**src/rtl/fetch_pkg.sv**
```systemverilog
// Shared types for the instruction-fetch controller: FSM states, instruction
// size and the layout of one fetch-buffer entry.
package fetch_pkg;

  typedef enum logic [1:0] {
    IDLE = 2'd0,
    RUN  = 2'd1,
    HALT = 2'd2
  } fetch_state_t;

  localparam int INST_BYTES = 4;
  localparam int INST_W     = 32;
  localparam int PC_W       = 64;

  // Entry layout as stored in the fetch buffer: pc in the upper bits.
  typedef struct packed {
    logic [PC_W-1:0]   pc;
    logic [INST_W-1:0] inst;
  } fetch_entry_t;

endpackage

```
**src/rtl/fetch_fifo.sv**
```systemverilog
// Synchronous fetch buffer with push/pop/flush. Flush wins over push and pop.
// A push into a full buffer is accepted only when a pop frees a slot the same
// cycle. Storage is cleared on reset so the head reads zero before any fetch.
module fetch_fifo #(
  parameter int DEPTH = 2,
  parameter int WIDTH = 96
) (
  input  logic             clk,
  input  logic             reset,
  input  logic             push,
  input  logic             pop,
  input  logic             flush,
  input  logic [WIDTH-1:0] din,
  output logic [WIDTH-1:0] dout,
  output logic             full,
  output logic             empty
);

  localparam int PTR_W = $clog2(DEPTH);
  localparam int CNT_W = PTR_W + 1;
  localparam logic [CNT_W-1:0] DEPTH_C = CNT_W'(DEPTH);

  logic [WIDTH-1:0] mem [DEPTH];
  logic [PTR_W-1:0] wr_ptr, rd_ptr;
  logic [CNT_W-1:0] count;
  logic             do_push, do_pop;

  assign full    = (count == DEPTH_C);
  assign empty   = (count == '0);
  assign dout    = mem[rd_ptr];
  assign do_pop  = pop && !empty && !flush;
  assign do_push = push && !flush && (!full || do_pop);

  // Pointer and occupancy bookkeeping; pointers wrap naturally at DEPTH.
  always_ff @(posedge clk or negedge reset) begin
    if (!reset) begin
      wr_ptr <= '0;
      rd_ptr <= '0;
      count  <= '0;
    end else if (flush) begin
      wr_ptr <= '0;
      rd_ptr <= '0;
      count  <= '0;
    end else begin
      if (do_push) wr_ptr <= wr_ptr + 1'b1;
      if (do_pop)  rd_ptr <= rd_ptr + 1'b1;
      count <= count + CNT_W'(do_push) - CNT_W'(do_pop);
    end
  end

  // Entry storage, written at the tail on an accepted push.
  always_ff @(posedge clk or negedge reset) begin
    if (!reset) begin
      for (int i = 0; i < DEPTH; i++) mem[i] <= '0;
    end else if (do_push) begin
      mem[wr_ptr] <= din;
    end
  end

endmodule

```
**src/rtl/fetch_controller.sv**
```systemverilog
// Instruction-fetch sequencer: owns the PC, addresses instruction memory
// combinationally and buffers {pc, instruction} pairs toward IF/ID.
// Optional feature macro FETCH_BOUND_CHECK_EN: halts fetch once the PC leaves
// the program image (pc >= IMEM_BYTES) until a redirect restarts it.
module fetch_controller
  import fetch_pkg::*;
#(
  parameter int                    PC_WIDTH   = 64,
  parameter logic [PC_WIDTH-1:0]   RESET_PC   = '0,
  parameter int                    IMEM_BYTES = 88,
  parameter int                    FIFO_DEPTH = 2
) (
  input  logic                clk,
  input  logic                reset,
  input  logic                start,
  output logic [PC_WIDTH-1:0] inst_address,
  input  logic [INST_W-1:0]   instruction,
  output logic                out_valid,
  input  logic                out_ready,
  output logic [PC_WIDTH-1:0] out_pc,
  output logic [INST_W-1:0]   out_inst,
  input  logic                redirect,
  input  logic [PC_WIDTH-1:0] redirect_pc,
  output logic                halted
);

  localparam logic [PC_WIDTH-1:0] IMEM_LIMIT = PC_WIDTH'(IMEM_BYTES);
  localparam logic [PC_WIDTH-1:0] PC_STEP    = PC_WIDTH'(INST_BYTES);

  fetch_state_t                 state, state_nxt;
  logic [PC_WIDTH-1:0]          pc, pc_nxt;
  logic                         push, pop, flush;
  logic                         fifo_full, fifo_empty;
  logic                         in_range, bound_ok;
  logic [PC_WIDTH+INST_W-1:0]   head;

  assign in_range = (pc < IMEM_LIMIT);

`ifdef FETCH_BOUND_CHECK_EN
  assign bound_ok = in_range;
  assign halted   = (state == HALT);
`else
  logic unused_in_range;
  assign unused_in_range = in_range;
  assign bound_ok        = 1'b1;
  assign halted          = 1'b0;
`endif

  assign inst_address       = pc;
  assign out_valid          = !fifo_empty;
  assign {out_pc, out_inst} = head;

  // State and PC registers.
  always_ff @(posedge clk or negedge reset) begin
    if (!reset) begin
      state <= IDLE;
      pc    <= RESET_PC;
    end else begin
      state <= state_nxt;
      pc    <= pc_nxt;
    end
  end

  // Next state, next PC and buffer controls; a redirect overrides everything
  // except in IDLE, where it is ignored.
  always_comb begin
    state_nxt = state;
    pc_nxt    = pc;
    push      = 1'b0;
    pop       = 1'b0;
    flush     = 1'b0;
    if (redirect && state != IDLE) begin
      flush     = 1'b1;
      state_nxt = RUN;
      pc_nxt    = {redirect_pc[PC_WIDTH-1:2], 2'b00};
    end else begin
      pop = !fifo_empty && out_ready;
      case (state)
        IDLE: if (start) state_nxt = RUN;
        RUN: begin
          if (!bound_ok) begin
            state_nxt = HALT;
          end else if (!fifo_full || pop) begin
            push   = 1'b1;
            pc_nxt = pc + PC_STEP;
          end
        end
        HALT:    state_nxt = HALT;
        default: state_nxt = IDLE;
      endcase
    end
  end

  fetch_fifo #(
    .DEPTH (FIFO_DEPTH),
    .WIDTH (PC_WIDTH + INST_W)
  ) u_fifo (
    .clk   (clk),
    .reset (reset),
    .push  (push),
    .pop   (pop),
    .flush (flush),
    .din   ({pc, instruction}),
    .dout  (head),
    .full  (fifo_full),
    .empty (fifo_empty)
  );

endmodule
```
**config.mk**
```make
export PLATFORM = sky130hd
export DESIGN_NAME = fetch_controller
export DESIGN_NICKNAME = d
export VERILOG_FILES = /design/src/rtl/fetch_pkg.sv /design/src/rtl/fetch_fifo.sv /design/src/rtl/fetch_controller.sv
export SDC_FILE = /design/constraint.sdc
export NUM_CORES = 1
export LEC_CHECK = 0
export ABC_AREA = 1
export BUFFER_PORTS_ARGS = -buffer_cell sky130_fd_sc_hd__buf_2
export CORE_ASPECT_RATIO = 2
export CORE_UTILIZATION = 50
export CTS_BUF_LIST = sky130_fd_sc_hd__clkbuf_4
export DETAILED_ROUTE_END_ITERATION = 10
export HOLD_SLACK_MARGIN = 0.08
export PLACE_DENSITY = 0.73
export SLEW_MARGIN = 40
export SYNTH_ARGS = -nofsm -noshare
export SYNTH_HDL_FRONTEND = slang
export SYNTH_SLANG_ARGS = --single-unit
```
**constraint.sdc**
```tcl
create_clock -name clk -period 3.9 [get_ports clk]
set_clock_uncertainty 0.1 [all_clocks]
set_input_delay 0.585 -clock clk [delete_from_list [all_inputs] [get_ports clk]]
set_output_delay 0.585 -clock clk [all_outputs]
set_load 0.01 [all_outputs]
```
Word-level counts from Yosys, hierarchy flattened. Cells that the tools add are included.

Register bits: 262. Latch bits: 0. Bits of input ports: 101. Memories: 0. Word-level logic and storage cells: 65. Memory bits (writable): 0. Output and inout port bits: 162. Memory bits (read-only): 0.

Reduce and logical (&&, ||, !) cells: 21. Multiplexer cells: 22. Magnitude comparators: 3. Div/mod/pow operators: 0. Add/sub/neg operators: 5. Bitwise logic cells: 2. Shifts and indexed selects: 0. Multiply operators: 0. Equal/unequal tests: 5.

Operators with widths (count): $mux W96 (4); $bwmux W192 (1); $mux W64 (3); $demux W96 S1 (1); $add A64 B3 Y64 const B (1); $reduce_bool A2 Y1 (5); $mux W1 (9); $logic_and A1 B1 Y1 (7); $mux W2 (3); $pmux W2 S3 (1); $eq A2 B2 Y1 const B (2); $ge A2 B2 Y1 const B (2); $logic_not A2 Y1 (2); $not A1 Y2 (2); $reduce_and A2 Y1 (2); $logic_not A1 Y1 (3); $ne A3 B3 Y1 const B (1); $add A1 B1 Y1 const B (2); $add A2 B1 Y2 (1); $eq A2 B1 Y1 const B (1); $logic_or A1 B1 Y1 (2); $lt A2 B1 Y1 const B (1); $ne A2 B2 Y1 const B (1); $sub A2 B1 Y2 (1).

Longest topological paths before layout.
Depth after elaboration: 12. Depth in mapped cells: 12.

Hierarchy. Synthesis repeated with hierarchy kept, for this count alone.

Cell total of the unflattened synthesis: 2031. Area, all modules: 14335.0 um2.

By module, submodules not included: fetch_fifo (instances 1, area each 9303.9 um2, cells an instance 1198); fetch_controller (instances 1, area each 5031.1 um2, cells an instance 833).

Worst setup path before layout. Ideal clock, no wire load.

Path type: input -> register. Start point: in redirect. End point: reg u_fifo.count[1]. Arrival time: 1.765 ns. Slack: 1.902 ns. Required time: 3.668 ns. Stages on the path: 9. Path buffers: 1. Cells stage by stage: o21ai_2 -> clkinv_1 -> clkbuf_1 -> nor2_1 -> ha_1 -> inv_1 -> ha_1 -> xor2_1 -> nor2_1.

Cells in the longest elaborated chain, start to end: 9. Elaborated cells on any way between the ends: 13. Classes of those cells: add/sub (2); mux (4); reduce/logical (7).

RTL lines: from (decl) (RTL line fetch_controller.sv:22) `input logic redirect,`; $logic_and A1 B1 Y1 (*) (RTL line fetch_controller.sv:72) `if (redirect && state != IDLE) begin`; $mux W1 (RTL line fetch_controller.sv:72); $logic_and A1 B1 Y1 or $logic_not A1 Y1 (tied branches) (RTL line fetch_fifo.sv:31, fetch_fifo.sv:32); $logic_and A1 B1 Y1 (RTL line fetch_fifo.sv:31) `assign do_pop = pop && !empty && !flush;`; $logic_or A1 B1 Y1 (RTL line fetch_fifo.sv:32) `assign do_push = push && !flush && (!full || do_pop);`; $logic_and A1 B1 Y1 (RTL line fetch_fifo.sv:32); $add A2 B1 Y2 (RTL line fetch_fifo.sv:47) `count <= count + CNT_W'(do_push) - CNT_W'(do_pop);`; $sub A2 B1 Y2 (RTL line fetch_fifo.sv:47); $mux W2 (*) (RTL line fetch_fifo.sv:40) `end else if (flush) begin`; to (signal assigned) (RTL line fetch_fifo.sv:47); to (decl) (RTL line fetch_fifo.sv:25) `logic [CNT_W-1:0] count;`.

Every way passes the cells marked *; elsewhere a longest branch is shown, timed or not. A chain may end at the register's enable or synchronous reset.

Final worst setup path.
Start point: reg u_fifo.rd_ptr. End point: out out_pc[39].

Cells in the longest elaborated chain, start to end: 4.

RTL lines: from (decl) (RTL line fetch_fifo.sv:24) `logic [PTR_W-1:0] wr_ptr, rd_ptr;`; from (signal assigned) (RTL line fetch_fifo.sv:46) `if (do_pop) rd_ptr <= rd_ptr + 1'b1;`; $not A1 Y2 (not written as such) (RTL line fetch_fifo.sv:30) `assign dout = mem[rd_ptr];`; $mux W96 (not written as such) (3 in series) (RTL line fetch_fifo.sv:30); to (decl) (RTL line fetch_controller.sv:20) `output logic [PC_WIDTH-1:0] out_pc,`.

No other way between the ends. The select of a mux whose other input is x is not followed.

==> flow_metrics.tcl <==
set metrics [dict create \
    io_pins 263 \
    grt_pass1_vias 13115 \
    yosysSeqAreaShare_pct 48.6 \
    worstSetupStartpointType "flip-flop" \
    syn_to_final_growth_pct 24.4 \
    core_area_um2 25800 \
    synth_edf_count 0 \
    clock.fmax_mhz 307 \
    period_needed_ns 3.26 \
    max-vdd-ir-drop_uv 367 \
    avgSynthCellArea_um2 7.10 \
    antenna_left 0 \
    multi_input_area_um2 5890 \
    seq_area_um2 6410 \
    synthCells 1857 \
    ys_warn_count 0 \
    end_kind "primary output" \
    hpwl_um 31900 \
    setup_viol 0 \
    drv_slew 0 \
    fin_area_um2 16400 \
    placed_area_um2 14800 \
    grt_usage_pct 34.6 \
    drive_gt1_share_pct 17.5 \
    overflow 0 \
    final_cells 2575 \
    max-slew-margin-rel_pct 48.1 \
    grt_max_degree 110 \
    hold_path_class "primary input to flip-flop" \
    path_class "flip-flop to primary output" \
    finalSetupTns_ns 0 \
    place_inst 2384 \
    vias_per_cell 5.27 \
    drtIter0Drc 1114 \
    p_leak_nw 8.63 \
    nFillCells 2349 \
    dieWidth_um 117 \
    switchingPower_mw 4.08 \
    ys_async_sr_fraction_pct 100 \
    fin_ws_ns 0.644 \
    swShare_pct 40.4 \
    critPathMaxStageDelay_ns 0.67 \
    crit_path_cell_trace "inv_2 -> buf_12 -> nand2_1 -> nand2_1 -> buf_2" \
    die-area_um2 27100 \
    synth_area_um2 13200 \
    gp_congestion 0.986 \
    clock_latency_ns 0.76 \
    root_buffer "clkbuf_4" \
    antenna_found_initial 1 \
    cp_max_fo 37 \
    status "completed" \
    clockPowerShare_pct 20.9 \
    crit_slowest_cell "dfrtp_4" \
    htreeDepth 2 \
    cp.required_ns 3.21 \
    nets 2297 \
    post_cts_buffers 0 \
    powerDensity_nw_per_um2 615 \
    tightest_slew_ns 0.778 \
    p_seq_share_pct 43.1 \
    combPwrFrac_pct 36.0 \
    rows 83 \
    min_period_over_period_pct 83.5 \
    clkTransAtPathRegs_ns 0.07 \
    cts_sinks 256 \
    grt_pass1_wl_um 70100 \
    wire_per_inst_um 17.8 \
    path_common_cell "nand2_1" \
    drv_cap 0 \
    post-place-ws_ns 1.28 \
    routed_wl_um 45800 \
    num_vias 13575 \
    die_y_um 232 \
    hold_viol_final 0 \
    synthFlopType "dfrtp_1" \
    synth_cell_types 34 \
    ys_seq_elements 256 \
    port_buffers 255 \
    start_util_pct 51.2 \
    cts_tree "done" \
    drcViolationCount 0 \
    rsz0062_at_grt "false" \
    cts.path.max_buffers 3 \
    first_pass_iters 5 \
    crit_arrival_ns 2.57 \
    p_int_mw 6.02 \
    numCtsBuffers 57 \
]
## power by group through the flow
stage	Sequential, mW	Combinational [mW]	Clock (mW)
2_1_floorplan	4.20	2.15	0
3_3_place_gp	4.32	3.47	0
3_5_place_dp	4.37	3.55	0
4_1_cts	4.33	3.63	2.15
5_1_grt	4.47	4.12	2.27
6_report	4.35	3.64	2.11
## cells in the mapped netlist (11+ instances only)
cell type | count | area (um2)
inv_1 | 136 | 510
buf_2 | 37 | 185
a21oi_1 | 19 | 95.1
nand4_1 | 17 | 106
o22ai_1 | 11 | 68.8
o21ai_1 | 49 | 245
nor2_1 | 202 | 758
dfrtp_1 | 256 | 6410
nand3_1 | 73 | 365
o21ai_0 | 186 | 931
nand2_1 | 759 | 2850
clkbuf_1 | 43 | 161
## worst paths after layout
path                       depth (start not counted)               end            start  slack (ns)
setup reg to reg                                   7  inst_address[17]         state[0]        1.43
setup / recovery                                   5        out_pc[39]    u_fifo.rd_ptr        0.64
hold / removal                                     4  inst_address[10]  redirect_pc[10]        0.10
min in group asynchronous                          2  inst_address[31]            reset        0.16
max in group asynchronous                          4   u_fifo.mem[119]            reset        2.35
hold reg to reg                                    2   u_fifo.mem[155]  u_fifo.mem[155]        0.38
## critical path, delay by kind of cell, from the launching register on
kind                   cells  cell delay, ns
flip-flops                 1            0.67
AND/OR/NAND/NOR            2            0.31
buffers and inverters      3            0.85
## area by class of cell
class / count / share of cell area (%)
Tap cell: 340 / 2.59
Multi-Input combinational cell: 1373 / 35.9
Clock inverter: 16 / 0.579
Timing Repair Buffer: 364 / 14.8
Inverter: 141 / 3.22
Antenna cell: 1 / 0.0152
Sequential cell: 256 / 39.1
Clock buffer: 84 / 3.84
## what timing repair did
item / in CTS / in global routing
resized for setup: 0 / 0
hold endpoints to repair: 210 / 0
hold buffers: 89 / 0
## layer usage
layer  vias up  part of all wire (%)  global-route usage (%)
met1      6282                    35                    38.1
met4         0                   9.1                    28.1
met2       569                    50                    58.1
met3       178                   5.5                    5.04
li1       6546                     -                       -
met5         -                     0                       0
## placed cells by master (no fill, tap or decap), drive strengths merged
cell type	Yosys	final
nor2	212	212
inv	138	139
o21ai	236	236
ha	3	3
nor3	6	6
xor2	2	2
a32oi	2	2
or2	1	1
conb	1	5
nand2	770	770
nand4	17	17
bufinv	0	1
a21oi	19	19
dlygate4sd3	0	89
a31oi	6	6
diode	0	1
dfrtp	256	256
xnor2	1	1
clkinv	3	17
a2bb2oi	1	1
o211ai	4	4
buf	48	275
clkbuf	43	84
nand3	74	74
o22ai	11	11
a211oi	3	3
## flip-flops by register name (all words and copies together), names as in the netlist
signal,flops
u_fifo.mem,188
u_fifo.wr_ptr,1
u_fifo.count,2
inst_address,62
state,2
u_fifo.rd_ptr,1
## metrics by stage
stage               hold WS (ns)  total power, mW  util [%]
floorplan                  0.189             6.35         -
global placement           0.365             7.79      57.3
detailed placement         0.373             7.91      57.3
CTS                       0.0843             10.1      63.6
global route               0.111             10.9      63.7
finish                     0.104             10.1      63.7
## cells by family (layout without fill, tap and decap cells)
kind of cell	count (synthesis)	count (layout)	synth area share (%)
AO/OA/AOI/OAI	282	282	11.1
adder cells (fa/ha/maj)	3	3	0.285
AND/OR/NAND/NOR	1080	1080	32.7
flip-flops	256	256	48.6
buffers and inverters	232	605	7.12
other	1	6	0.0284
XOR/XNOR	3	3	0.199
Note: power is estimated with default switching activity, not from simulation.
